==> src/rtl/regfile_write_arbiter.sv <==
// Register-file write-port arbiter: primary writeback always wins, secondary writes queue in a FIFO.
// Optional same-cycle write-through of secondaries into an idle port: define REGFILE_ARB_BYPASS_EN.
module regfile_write_arbiter #(
    parameter int DEPTH        = 4,
    parameter int STARVE_LIMIT = 8
) (
    input  logic        clk,
    input  logic        rst_n,
    input  logic        pri_we,
    input  logic [4:0]  pri_reg,
    input  logic [31:0] pri_data,
    input  logic        sec_valid,
    output logic        sec_ready,
    input  logic [4:0]  sec_reg,
    input  logic [31:0] sec_data,
    input  logic [4:0]  query_reg,
    output logic        query_busy,
    output logic        stall_req,
    output logic        rf_we,
    output logic [4:0]  rf_reg,
    output logic [31:0] rf_data
);

    localparam int PTR_W = (DEPTH > 1) ? $clog2(DEPTH) : 1;
    localparam int CNT_W = PTR_W + 1;
    localparam int STV_W = $clog2(STARVE_LIMIT + 1);
    localparam logic [CNT_W-1:0] DEPTH_C = CNT_W'(DEPTH);
    localparam logic [STV_W-1:0] LIMIT_C = STV_W'(STARVE_LIMIT);

    logic [4:0]       reg_r  [DEPTH];
    logic [31:0]      data_r [DEPTH];
    logic [DEPTH-1:0] live_r;
    logic [PTR_W-1:0] wr_ptr_r;
    logic [PTR_W-1:0] rd_ptr_r;
    logic [CNT_W-1:0] count_r;
    logic [STV_W-1:0] stv_cnt_r;
    logic             stall_req_r;

    logic             empty_s;
    logic             full_s;
    logic             pri_eff_s;
    logic             head_live_s;
    logic             accept_s;
    logic             push_s;
    logic             pop_s;
    logic             bypass_s;
    logic             blocked_s;
    logic [DEPTH-1:0] kill_s;
    logic             hit_s;
    logic [STV_W-1:0] stv_next_s;
    logic             stall_next_s;

    assign empty_s     = (count_r == {CNT_W{1'b0}});
    assign full_s      = (count_r == DEPTH_C);
    assign pri_eff_s   = pri_we && (pri_reg != 5'd0);
    assign head_live_s = !empty_s && live_r[rd_ptr_r];
    assign sec_ready   = !full_s;
    assign accept_s    = sec_valid && !full_s;
    assign blocked_s   = head_live_s && pri_eff_s;
    // A dead head leaves regardless of the primary; a live head only on a free port.
    assign pop_s       = !empty_s && (!live_r[rd_ptr_r] || !pri_eff_s);

`ifdef REGFILE_ARB_BYPASS_EN
    assign bypass_s = accept_s && empty_s && !pri_eff_s && (sec_reg != 5'd0);
`else
    assign bypass_s = 1'b0;
`endif

    assign push_s     = accept_s && (sec_reg != 5'd0) && !bypass_s;
    assign stall_req  = stall_req_r;

    // WAW squash mask: live entries overwritten by this cycle's primary write.
    always_comb begin
        kill_s = {DEPTH{1'b0}};
        for (int i = 0; i < DEPTH; i++) begin
            kill_s[i] = pri_eff_s && live_r[i] && (reg_r[i] == pri_reg);
        end
    end

    // Pending-write hazard lookup over registered FIFO contents.
    always_comb begin
        hit_s = 1'b0;
        for (int i = 0; i < DEPTH; i++) begin
            hit_s = hit_s | (live_r[i] & (reg_r[i] == query_reg));
        end
        query_busy = hit_s && (query_reg != 5'd0);
    end

    // Write-port selection; primary has zero latency and absolute priority.
    always_comb begin
        rf_we   = 1'b0;
        rf_reg  = 5'd0;
        rf_data = 32'd0;
        if (!rst_n) begin
            rf_we = 1'b0;
        end else if (pri_eff_s) begin
            rf_we   = 1'b1;
            rf_reg  = pri_reg;
            rf_data = pri_data;
        end else if (head_live_s) begin
            rf_we   = 1'b1;
            rf_reg  = reg_r[rd_ptr_r];
            rf_data = data_r[rd_ptr_r];
        end else if (bypass_s) begin
            rf_we   = 1'b1;
            rf_reg  = sec_reg;
            rf_data = sec_data;
        end else begin
            rf_we = 1'b0;
        end
    end

    // Starvation counter and stall request next-state.
    always_comb begin
        stv_next_s   = stv_cnt_r;
        stall_next_s = stall_req_r;
        if (empty_s || pop_s) begin
            stv_next_s   = {STV_W{1'b0}};
            stall_next_s = 1'b0;
        end else if (blocked_s && (stv_cnt_r != LIMIT_C)) begin
            stv_next_s   = stv_cnt_r + STV_W'(1);
            stall_next_s = stall_req_r;
        end else begin
            stv_next_s   = stv_cnt_r;
            stall_next_s = stall_req_r || (stv_cnt_r == LIMIT_C);
        end
    end

    // FIFO storage, live bits and pointers.
    always_ff @(posedge clk or negedge rst_n) begin
        if (!rst_n) begin
            for (int i = 0; i < DEPTH; i++) begin
                reg_r[i]  <= 5'd0;
                data_r[i] <= 32'd0;
            end
            live_r   <= {DEPTH{1'b0}};
            wr_ptr_r <= {PTR_W{1'b0}};
            rd_ptr_r <= {PTR_W{1'b0}};
            count_r  <= {CNT_W{1'b0}};
        end else begin
            for (int i = 0; i < DEPTH; i++) begin
                if (push_s && (wr_ptr_r == PTR_W'(i))) begin
                    reg_r[i]  <= sec_reg;
                    data_r[i] <= sec_data;
                    live_r[i] <= 1'b1;
                end else if (kill_s[i] || (pop_s && (rd_ptr_r == PTR_W'(i)))) begin
                    live_r[i] <= 1'b0;
                end else begin
                    live_r[i] <= live_r[i];
                end
            end
            if (push_s) begin
                wr_ptr_r <= wr_ptr_r + PTR_W'(1);
            end else begin
                wr_ptr_r <= wr_ptr_r;
            end
            if (pop_s) begin
                rd_ptr_r <= rd_ptr_r + PTR_W'(1);
            end else begin
                rd_ptr_r <= rd_ptr_r;
            end
            case ({push_s, pop_s})
                2'b10:   count_r <= count_r + CNT_W'(1);
                2'b01:   count_r <= count_r - CNT_W'(1);
                default: count_r <= count_r;
            endcase
        end
    end

    // Starvation state registers.
    always_ff @(posedge clk or negedge rst_n) begin
        if (!rst_n) begin
            stv_cnt_r   <= {STV_W{1'b0}};
            stall_req_r <= 1'b0;
        end else begin
            stv_cnt_r   <= stv_next_s;
            stall_req_r <= stall_next_s;
        end
    end

endmodule

==> config.mk <==
export PLATFORM = sky130hd
export DESIGN_NAME = regfile_write_arbiter
export DESIGN_NICKNAME = d
export VERILOG_FILES = /design/src/rtl/regfile_write_arbiter.sv
export SDC_FILE = /design/constraint.sdc
export NUM_CORES = 1
export LEC_CHECK = 0
export ABC_CLOCK_PERIOD_IN_PS = 2600
export BUFFER_PORTS_ARGS = -buffer_cell sky130_fd_sc_hd__buf_2
export CELL_PAD_IN_SITES_DETAIL_PLACEMENT = 1
export CELL_PAD_IN_SITES_GLOBAL_PLACEMENT = 1
export CORE_MARGIN = 3
export CORE_UTILIZATION = 43
export CTS_BUF_LIST = sky130_fd_sc_hd__clkbuf_16
export DETAILED_ROUTE_END_ITERATION = 8
export HOLD_SLACK_MARGIN = 0.15
export PLACE_DENSITY = 0.83
export SLEW_MARGIN = 5
export SYNTH_ARGS = -nofsm -noshare
export SYNTH_HDL_FRONTEND = slang
export SYNTH_SLANG_ARGS = --single-unit
export TNS_END_PERCENT = 10
==> constraint.sdc <==
create_clock -name clk -period 2.6 [get_ports clk]
set_clock_uncertainty 0.15 [all_clocks]
set_input_delay 0.39 -clock clk [delete_from_list [all_inputs] [get_ports clk]]
set_output_delay 0.39 -clock clk [all_outputs]
set_load 0.03 [all_outputs]
==> results.yml, run 1 <==
outcome:
  outcome: "complete, but fails checks"
  violations: "setup timing"
placed_design:
  placed_cells: 1002
  hpwl_um: 13700
  postPlaceCellArea_mm2: 0.00956
  place.gp.congestion: 0.802
  place.port_buffers: 123
clock_tree:
  clock_path_buffers: 2
  clk_pin_slew_ns: 0.07
  cts_tree: "built"
  htreeDepth: 4
  clk_latency_ns: 0.43
  cts.sinks: 164
  clock_tree.root_cell: "clkbuf_16"
  numCtsBuffers: 17
sta:
  rsz0062_at_grt: "true"
  setup_viol: 38
  final_max_slew_viol_count: 0
  fin_crit_sh: 1.07
  worst_slack_ns: -0.189
  worst_slew_margin_rel: 0.389
  hold_viol: 0
  min_period_ns: 2.79
  tightest_slew_ns: 0.916
  fmax_mhz: 359
synthesis:
  synthFlopType: "dfrtp_1"
  synthesis.nets: 734
  ys_async_sr_fraction: 1.00
  synth_edf_count: 0
  yosysSeqAreaShare: 0.473
  synthDistinctLibCells: 34
  synth_area_per_cell_um2: 13.6
  yosysWarningCount: 0
  syn_inst: 639
  synth_area_mm2: 0.00867
  synth-seq-cells: 164
global_route:
  grt_overflow: 0
  grt_pass1_wl_um: 36700
  grt_pass1_vias: 6608
  grt_max_degree: 165
  antenna_found_initial: 0
  track_usage: 0.214
routing:
  drcViolationCount: 0
  wl_per_cell_um: 22.6
  drtAntennaViolNets: 0
  dr.pass1.iters: 4
  vias: 5866
  routed_wl_um: 24400
  vias_per_cell: 5.44
  drtIter0Drc: 221
setup_path:
  worstReg2RegStart: "count_r[0]"
  reg2reg_depth: 6
  crit_path_max_fanout: 17
  timing.rr.end: "data_r[71]"
  critPathArrivalTime_ns: 2.25
  critPathCaptureType: "output port"
  start_kind: "primary input"
  r2r_slack_ns: 0.06
  path_class: "primary input to output port"
  worstPathRequired_ns: 2.06
min_path:
  min_to: "reg_r[11]"
  hold_start: "sec_reg[1]"
  min_path_type: "primary input to flip-flop"
  hold_depth: 3
floorplanning:
  rows: 51
  die_height_um: 148
  dieArea_mm2: 0.0219
  die_w_um: 148
  num_io_pins: 124
  initial_core_util: 0.441
  core-area_mm2: 0.0197
finish:
  layout_common_cells: "dfrtp_1 (162), buf_2 (88), nand2_1 (83)"
  instances_no_fill: 1079
  drive_gt1_frac: 0.527
  final_common_cell: "dfrtp_1"
  nets: 896
  area_delta_synth_final_pct: 27.9
  regArea_mm2: 0.00411
  multi_input_area_mm2: 0.00445
  design_area_mm2: 0.0111
  fillers: 1925
  antenna-diode-count: 0
power_and_ir_drop:
  leakagePower_nw: 4.83
  finalPower_w: 0.0139
  power_density_mw_per_mm2: 1260
  peakVddDrop_v: 0.000644
job:
  cap_violations: 0
-- per-layer routing --
layer | up-vias | part of all wire | GRT usage
li1 | 2577 | - | -
met1 | 3094 | 0.40 | 0.271
met2 | 152 | 0.53 | 0.366
met3 | 43 | 0.038 | 0.0414
met4 | 0 | 0.027 | 0.0794
met5 | - | 0 | 0
-- registers in the layout (all words and copies together) (netlist names) --
name	count
wr_ptr_r	2
count_r	3
data_r	128
rd_ptr_r	2
stv_cnt_r	4
reg_r	20
live_r	4
stall_req	1
-- timing repair --
item	CTS	global route
cloned	1	4
setup buffers	4	1
pin swaps	1	1
hold buffers	36	0
endpoints found under the setup margin	39	39
endpoints found under the hold margin	304	0
gates resized for setup	46	97
-- synthesized netlist by cell type (7+ instances only) --
cell / count / area share
ha_1: 11 / 0.016
a21oi_1: 39 / 0.023
xor2_1: 31 / 0.031
xnor2_1: 16 / 0.016
mux2_4: 76 / 0.13
dfrtp_1: 164 / 0.47
nand2_1: 84 / 0.036
mux4_2: 38 / 0.099
inv_1: 11 / 0.0048
mux2_2: 72 / 0.094
buf_2: 13 / 0.0075
buf_6: 8 / 0.010
clkbuf_1: 15 / 0.0065
nor2_1: 7 / 0.0030
-- logic make-up (layout without fill, tap and decap cells) --
logic type / after synthesis / after routing / share of synthesized area
xor gates and xnor gates: 47 / 47 / 0.0475
buffers and inverters: 57 / 232 / 0.0400
adders and majority gates: 12 / 12 / 0.0182
DFF: 164 / 164 / 0.473
muxes: 187 / 187 / 0.325
and+or+nand+nor: 119 / 119 / 0.0595
AOI/OAI and AO/OA: 53 / 53 / 0.0365
-- per-stage QoR --
step	hold WS [ns]	setup WS (ns)	util	setup TNS, ns
3_3_place_gp	0.334	-0.112	0.487	-4.11
2_1_floorplan	-0.0556	-0.107	-	-1.19
4_1_cts	0.177	-0.150	0.545	-5.04
3_5_place_dp	0.341	-0.186	0.487	-5.60
6_report	0.191	-0.189	0.564	-5.85
5_1_grt	0.192	-0.234	0.564	-7.69
-- worst max path at each step --
| stage | start | to | slack, ns |
|---|---|---|---|
| final | pri_reg[1] | rf_data[14] | -0.19 |
| after global routing | pri_reg[1] | rf_data[2] | -0.23 |
| after CTS | rd_ptr_r[0] | rf_data[7] | -0.15 |
| after detailed placement | pri_reg[1] | rf_data[23] | -0.19 |
| after global placement | pri_reg[1] | rf_data[18] | -0.11 |
| after floorplan | pri_reg[1] | count_r[2] | -0.11 |
-- report_power, final --
group	leakage, nW	internal [W]	switching [W]
registers	1.96	0.00385	0.000958
logic	2.62	0.00383	0.00290
clock network	0.254	0.00124	0.00114
total	4.83	0.00892	0.00500
-- final cells by class --
cell class | count | share of cell area
Sequential cell | 164 | 0.370
Timing Repair Buffer | 189 | 0.145
Clock buffer | 17 | 0.0384
Multi-Input combinational cell | 418 | 0.401
Clock inverter | 15 | 0.0109
Inverter | 11 | 0.00372
Tap cell | 265 | 0.0299
-- worst max-delay path, cell delays in order --
cell     delay (ns)
buf_2          0.11
or4_4          0.57
o21a_4         0.25
buf_6          0.17
o21ai_4        0.22
buf_12         0.18
buf_12         0.16
a21oi_2        0.05
buf_6          0.14
(Power assumes the default switching activity.)
==> run 2, diff against run 1 <==
--- a/config.mk
+++ b/config.mk
@@ -5,16 +5,17 @@
 export SDC_FILE = /design/constraint.sdc
 export NUM_CORES = 1
 export LEC_CHECK = 0
+export ABC_AREA = 1
 export ABC_CLOCK_PERIOD_IN_PS = 2600
 export BUFFER_PORTS_ARGS = -buffer_cell sky130_fd_sc_hd__buf_2
 export CELL_PAD_IN_SITES_DETAIL_PLACEMENT = 1
 export CELL_PAD_IN_SITES_GLOBAL_PLACEMENT = 1
 export CORE_MARGIN = 3
-export CORE_UTILIZATION = 43
+export CORE_UTILIZATION = 30
 export CTS_BUF_LIST = sky130_fd_sc_hd__clkbuf_16
 export DETAILED_ROUTE_END_ITERATION = 8
 export HOLD_SLACK_MARGIN = 0.15
-export PLACE_DENSITY = 0.83
+export PLACE_DENSITY = 0.69
 export SLEW_MARGIN = 5
 export SYNTH_ARGS = -nofsm -noshare
 export SYNTH_HDL_FRONTEND = slang
==> run 2 against run 1 <==
  * The run now ends clean
  * Area after synthesis rose by 0.16%
  * Wire length is 17% higher
  * Register-to-register slack better by 0.31 ns
  * Combinational power is 4.0% lower
  * Synthesized cell count grew 84%
  * Non-clock buffer count increased by 9
  * Final cell count is 59% higher
  * Design area is 1.1% lower
==> results.yml, run 2 <==
outcome:
  outcome: "complete, no violations"
placed_design:
  postPlaceCellArea_mm2: 0.00974
  hpwl_um: 18700
  place.gp.congestion: 0.814
  place.port_buffers: 123
  pre_cts_slack_ns: 0.237
power_and_ir_drop:
  peakVddDrop_v: 0.000435
  leakagePower_nw: 5.38
  power_density_mw_per_mm2: 1220
clock_tree:
  htreeDepth: 4
  clock_tree.root_cell: "clkbuf_16"
  cts_tree: "built"
  numCtsBuffers: 17
  clk_pin_slew_ns: 0.07
  cts.sinks: 164
  clk_latency_ns: 0.43
  clock_path_buffers: 2
routing:
  routed_wl_um: 28600
  drtAntennaViolNets: 0
  wl_per_cell_um: 16.7
  drcViolationCount: 0
  vias_per_cell: 4.79
  vias: 8204
  dr.pass1.iters: 4
  drtIter0Drc: 373
synthesis:
  synth_area_mm2: 0.00868
  synth_edf_count: 0
  synthDistinctLibCells: 27
  yosysSeqAreaShare: 0.473
  synth-seq-cells: 164
  syn_inst: 1173
  ys_async_sr_fraction: 1.00
  synth_area_per_cell_um2: 7.40
  netlist_top_cells_area: "dfrtp_1 (47%), nand2_1 (16%), o21ai_0 (8.0%)"
  yosysWarningCount: 0
  synth_top_cell_by_area: "dfrtp_1"
  netlist.area_leader.share: 0.473
  yosysMostFrequentCell: "nand2_1"
  synthFlopType: "dfrtp_1"
  synthTopCellsByCount: "nand2_1 (368), dfrtp_1 (164), o21ai_0 (138), inv_1 (109), a21oi_1 (79)"
  synthesis.nets: 1268
finish:
  reg_top3: "data_r x128, reg_r x20"
  nets: 1415
  antenna-diode-count: 0
  layout_common_cells: "nand2_1 (367), dfrtp_1 (163), o21ai_0 (119)"
  final_common_cell: "nand2_1"
  fillers: 3438
  area_delta_synth_final_pct: 26.3
  largest_reg_flops: 128
  drive_gt1_frac: 0.164
  design_area_mm2: 0.0110
  regMostFlops: "data_r"
floorplanning:
  die_w_um: 176
  initial_core_util: 0.308
  num_io_pins: 124
  dieArea_mm2: 0.0310
  die_height_um: 176
  core-area_mm2: 0.0282
  rows: 61
setup_path:
  critPathCaptureType: "output port"
  reg2reg_depth: 13
  critPathArrivalTime_ns: 2.03
  worstPathRequired_ns: 2.06
  timing.rr.end: "count_r[2]"
  start_kind: "flip-flop"
  cp_cell_sequence: "clkinvlp_4 > buf_6 > buf_12 > a21oi_1 > o21ai_1 > nand3_1 > o21ai_0 > nor2_1 > buf_4"
  worstReg2RegStart: "rd_ptr_r[1]"
  r2r_slack_ns: 0.37
  crit_path_max_fanout: 14
  critPathMaxStageDelay_ns: 0.43
  path_class: "flip-flop to output port"
  slowest_stage: "dfrtp_1"
sta:
  setup_viol: 0
  rsz0062_at_grt: "true"
  fmax_mhz: 389
  min_period_ns: 2.57
  final_max_slew_viol_count: 0
  worst_slew_margin_rel: 0.488
  worst_slack_ns: 0.0319
  fin_crit_sh: 0.988
  hold_viol: 0
  tightest_slew_ns: 0.769
  tns_ns: 0
global_route:
  antenna_found_initial: 0
  track_usage: 0.190
  grt_max_degree: 116
  grt_overflow: 0
  grt_pass1_wl_um: 46800
  grt_pass1_vias: 8681
min_path:
  min_to: "wr_ptr_r[0]"
  hold_depth: 3
  min_path_type: "primary input to flip-flop"
  hold_start: "sec_valid"
job:
  cap_violations: 0
-- run 2: how the worst max path moves through the flow --
stage	start	to	slack, ns	cells after the start
after CTS	rd_ptr_r[1]	rf_data[28]	-0.03	8
final	rd_ptr_r[1]	rf_data[24]	0.03	9
after global placement	rd_ptr_r[1]	rf_data[0]	0.29	8
after floorplan	pri_reg[1]	count_r[2]	0.35	13
after global routing	rd_ptr_r[1]	rf_data[24]	-0.12	8
after detailed placement	rd_ptr_r[1]	count_r[2]	0.24	12
-- run 2: area by class of cell --
class                   instances  area [um2]  share of cell area
repair buffers                198        1530               0.139
well taps                     378         473              0.0431
clock inverters                15         158              0.0144
flip-flops and latches        164        4110               0.374
inverters                     115         438              0.0399
clock buffers                  17         425              0.0388
multi-input cells             824        3840               0.350
-- run 2: repair_timing --
| item | CTS | global route |
|---|---|---|
| endpoints found under the setup margin | 38 | 38 |
| gates resized for setup | 36 | 58 |
| setup buffers | 2 | 6 |
| endpoints found under the hold margin | 311 | 0 |
| pin swaps | 0 | 1 |
| hold buffers | 38 | 0 |
-- run 2: cells by family (layout without fill, tap and decap cells) --
| logic type | count (synthesis) | after routing | synth area share |
|---|---|---|---|
| compound gates | 290 | 290 | 0.168 |
| xor+xnor | 18 | 18 | 0.0182 |
| fa+ha+maj | 12 | 12 | 0.0182 |
| buf+inv | 185 | 345 | 0.0924 |
| flops | 164 | 164 | 0.473 |
| simple gates | 504 | 504 | 0.231 |
-- run 2: per-stage QoR --
stage	power (W)	utilization	instances	hold WS [ns]
3_3_place_gp	0.0102	0.346	1633	0.298
4_1_cts	0.0132	0.384	1705	0.269
5_1_grt	0.0146	0.389	1711	0.287
2_1_floorplan	0.00841	-	1173	-0.0556
6_report	0.0134	0.389	1711	0.284
3_5_place_dp	0.0104	0.346	1633	0.303
-- run 2: critical path: cells and delay by family, from the launching register on --
kind	cells	cell delay [ns]
buffers and inverters	4	0.61
DFF	1	0.43
AOI/OAI and AO/OA	3	0.33
and+or+nand+nor	2	0.23
-- run 2: report_power, final --
part	internal (W)	switching, W	total, W
Combinational	0.00231	0.00414	0.00645
Clock	0.00142	0.00112	0.00254
Sequential	0.00375	0.000619	0.00437
-- run 2: per-layer routing --
layer,routed length [um],track usage,vias to the layer above
li1,-,-,4024
met1,13800,0.260,4002
met2,13400,0.312,144
met3,925,0.0303,34
met4,540,0.0554,0
met5,0,0,-
